### config.mk
export PLATFORM = sky130hd
export DESIGN_NAME = jk_excitation_seq
export DESIGN_NICKNAME = d
export VERILOG_FILES = /design/src/rtl/jk_excitation_seq.sv
export SDC_FILE = /design/constraint.sdc
export NUM_CORES = 1
export LEC_CHECK = 0
export CAP_MARGIN = 40
export CORE_ASPECT_RATIO = 0.7
export CORE_MARGIN = 2
export CORE_UTILIZATION = 40
export DETAILED_ROUTE_END_ITERATION = 10
export GPL_ROUTABILITY_DRIVEN = 0
export PLACE_DENSITY = 0.71
export SYNTH_ARGS = -nofsm -noshare
export SYNTH_HDL_FRONTEND = slang
export SYNTH_SLANG_ARGS = --single-unit
### constraint.sdc
create_clock -name clock -period 5.83 [get_ports clock]
set_input_delay 1.166 -clock clock [delete_from_list [all_inputs] [get_ports clock]]
set_output_delay 1.166 -clock clock [all_outputs]
set_load 0.01 [all_outputs]
### src/rtl/jk_excitation_seq.sv
// jk_excitation_seq: walks an external JK flip-flop bank to a target value one count per clock.
// Define JK_TOGGLE_PREF_EN to resolve excitation don't-cares toward toggle (J=K=1) instead of set/clear.
module jk_excitation_seq #(
  parameter int WIDTH = 4,
  parameter int CNT_W = WIDTH + 1
) (
  input  logic             clock,
  input  logic             reset_n,
  input  logic             tgt_valid,
  input  logic [WIDTH-1:0] tgt_data,
  output logic             tgt_ready,
  output logic [WIDTH-1:0] j,
  output logic [WIDTH-1:0] k,
  output logic [WIDTH-1:0] q_model,
  output logic             busy,
  output logic             done,
  output logic [CNT_W-1:0] step_cnt
);
  localparam logic [1:0] IDLE = 2'd0;
  localparam logic [1:0] STEP = 2'd1;
  localparam logic [1:0] DONE = 2'd2;
  logic [1:0]       state;
  logic [WIDTH-1:0] target;
  logic             up;
  logic [WIDTH-1:0] nxt;
  logic [WIDTH-1:0] jk_q;
  logic             fire;
  always_comb begin
    nxt = up ? q_model + 1'b1 : q_model - 1'b1;
`ifdef JK_TOGGLE_PREF_EN
    j = (state == STEP) ? q_model ^ nxt : '0;
    k = (state == STEP) ? q_model ^ nxt : '0;
`else
    j = (state == STEP) ? ~q_model & nxt : '0;
    k = (state == STEP) ? q_model & ~nxt : '0;
`endif
    // Mirror applies the same JK characteristic equation the bank uses.
    jk_q      = (j & ~q_model) | (~k & q_model);
    tgt_ready = reset_n && (state == IDLE);
    busy      = (state == STEP);
    done      = (state == DONE);
    fire      = tgt_valid && tgt_ready;
  end
  always_ff @(posedge clock or negedge reset_n) begin
    if (!reset_n) begin
      state    <= IDLE;
      q_model  <= '0;
      target   <= '0;
      up       <= 1'b0;
      step_cnt <= '0;
    end else begin
      case (state)
        IDLE: if (fire) begin
          target   <= tgt_data;
          step_cnt <= '0;
          up       <= tgt_data > q_model;
          state    <= (tgt_data == q_model) ? DONE : STEP;
        end
        STEP: begin
          q_model  <= jk_q;
          step_cnt <= step_cnt + 1'b1;
          if (jk_q == target) state <= DONE;
        end
        default: state <= IDLE;
      endcase
    end
  end
endmodule
==> results.md <==
- Status: complete, no violations
- Std-Cell Rows: 15
- Leading cell types in the layout, fill and taps excluded: clkdlybuf4s50_1 (26), dfrtp_1 (16), inv_1 (10), ha_1 (9)
- Hold Slack: 0.5225 ns
- Clk slew on worst S/H paths: 0.06 ns
- Initial Utilization: 43.26%
- Vias: 906
- Synth top area share: 36.53%
- Power per cell area: 716.2 mW/mm^2
- Top Ports: 27
- Max Fclk: 237.2 MHz
- Syn Nets: 127
- Total CTS buffers: 3
- Buf+Inv Stages, Crit Path: 2
- CP max FO: 17
- Antenna violations before repair: 0
- DR WL/cell: 14.55 um
- Post-Route WL: 2473 um
- Synth Register Bits: 16
- WS Path Type: input port to output port
- Seq/Total Area, Yosys: 36.53%
- RSZ-0062 raised after global routing: false
- Final Net Count: 154
- Yosys warning total: 0
- Largest area contributor in the netlist: dfrtp_1
- Element type at the critical path end: output port
- Maximum vdd drop: 276.9 uV
- PortBufs: 26
- Antenna diode count: 0
- Leak: 0.0006199 uW
- Most common cell after layout, fill and taps aside: clkdlybuf4s50_1
- Final HPWL DP: 1903 um
- Syn Std Cell Area: 0.001096 mm^2
- Clk sink count: 16
- Area growth, synth to finish: 30.37%
- Die ar.: 0.003181 mm^2
- Largest cells by area after synthesis: dfrtp_1 (37%), ha_1 (10%), mux2_2 (5.1%), xnor2_1 (4.0%), o21ai_0 (3.7%)
- Worst-Skew Late Latency: 0.25 ns
- Die X-Extent: 66.57 um
- Clock Tree Buf Depth: 2
- Clock root cell: clkbuf_8
- Worst EP arrival: 3.05 ns
- Max-cap violations: 0
- Relative slew slack: 48.24%
- Shortest period the worst path allows: 4.216 ns
- Critical path launch point type: input port
- Final max-slew violation count: 0
- Via density: 5.329
- Tot GR Track Use: 17.94%
- Cell mode on critical path: clkdlybuf4s50_1
- Fraction of layout cells with a size suffix above 1: 11.76%
- Crit-path cells: clkdlybuf4s50_1 -> nor3b_1 -> clkdlybuf4s50_1
- Vias in the first global route: 800
- Tightest Hold Check Type: flip-flop to flip-flop
- Core ar.: 0.002534 mm^2
- Setup Buffers After CTS: 0
- Slew @ Worst Pin: 0.7740 ns
- Crit path largest cell delay: 0.97 ns
- Detailed Routing Iterations Pass 1: 4
- Period utilisation layout: 72.31%
- Final setup vio count: 0
- Crit-path slowest cell: clkdlybuf4s50_1
- Largest net degree at the start of global routing: 18
- DR DRC count: 0
- Final core occ: 56.40%
- Starting DRT DRC Count: 98
- Skew final: 0.001772 ns
- H-tree depth: 1
- First-pass GRT wire length: 3870 um
- Critical Path RT: 4.66 ns
- CTS tree: built
- Setup tns final: 0 ns
- Final hold violation count: 0
- Antenna viol nets, final: 0
- Avg Cell Area, Syn: 9.964 um^2
- Syn Inst Count: 110
- CP delay by family, top: buffers and inverters
- Unique masters post-synth: 37
- PostCTS Resize Cnt: 0
- Congestion Overflow GR: 0
- DIE HEIGHT: 47.80 um
- Hold_buf cts: 0
==> cells by family after synthesis <==
kind of cell | count (synthesis) | share of synthesized area (%)
compound gates | 21 | 14.04
buf+inv | 15 | 6.279
fa+ha+maj | 10 | 12.10
flops | 16 | 36.53
simple gates | 34 | 18.15
xor+xnor | 7 | 5.594
mux | 7 | 7.305
==> worst reg2reg max path, cell delays in order, from the launching register on <==
cell	delay (ns)
dfrtp_1	0.52
inv_1	0.16
ha_1	0.43
and4b_1	0.22
mux2i_1	0.08
a221oi_2	0.39
xor2_1	0.12
a32o_2	0.29
==> cells in the mapped netlist, drive strengths merged <==
library cell  number
and4               1
clkbuf             1
a21oi              3
a32o               1
o31ai              1
nor3               6
mux2i              2
a31oi              1
nand2b             2
xnor2              5
or3                1
nand2              8
o22ai              2
nor3b              1
nand4              2
and4b              1
nor2b              2
o21ai              8
dfrtp             16
ha                 9
a32oi              1
nand3              3
a21o               1
a2111oi            1
and3               1
fa                 1
nor2               3
and2               2
mux2               5
buf                3
nor4b              1
a221oi             2
xor2               2
inv               11
==> area by class of cell <==
class / instances / area (um^2)
inverters: 11 / 43.79
multi-input cells: 79 / 626.9
well taps: 34 / 42.54
clock buffers: 4 / 55.05
repair buffers: 26 / 260.3
fillers: 231 / 1105
flip-flops and latches: 16 / 400.4
==> metal layers <==
layer	global-route usage (%)	routed length [um]	share of wire, %
met1	24.30	1207	49
met2	26.00	1083	44
met3	5.647	131	5.3
met4	9.796	51	2.1
met5	0	0	0
==> final timing paths <==
path,start,end,slack [ns],cells past startpoint
setup / recovery,reset_n,tgt_ready,1.61,3
setup reg to reg,up,state[1],3.52,7
hold / removal,step_cnt[3],step_cnt[3],0.52,1
hold reg to reg,step_cnt[3],step_cnt[3],0.52,1
min in group asynchronous,reset_n,step_cnt[3],1.36,1
max in group asynchronous,reset_n,target[2],3.98,1
==> per-stage QoR <==
| step | cell area (um^2) | setup WS, ns | total power (uW) | instances |
|---|---|---|---|---|
| detailed placement | 1374 | 1.567 | 927.2 | 166 |
| finish | 1429 | 1.614 | 1023 | 170 |
| global route | 1429 | 1.431 | 1113 | 170 |
| floorplan | 1096 | 2.988 | 684.4 | 110 |
| global placement | 1374 | 1.665 | 907.6 | 166 |
| CTS | 1429 | 1.570 | 1031 | 170 |
==> registers in the layout (all words and copies together) (netlist names) <==
signal / flops
step_cnt: 5
up: 1
q_model: 4
target: 4
state: 2
==> report_power, final <==
part           leakage, uW  total [uW]  internal [uW]  switching (uW)
clock            0.0000288        99.6           60.0            39.5
sequential        0.000196         236            165            70.8
combinational     0.000396         688            352             336
total             0.000620        1020            577             447
No activity file was read; power rests on OpenSTA's default activity.
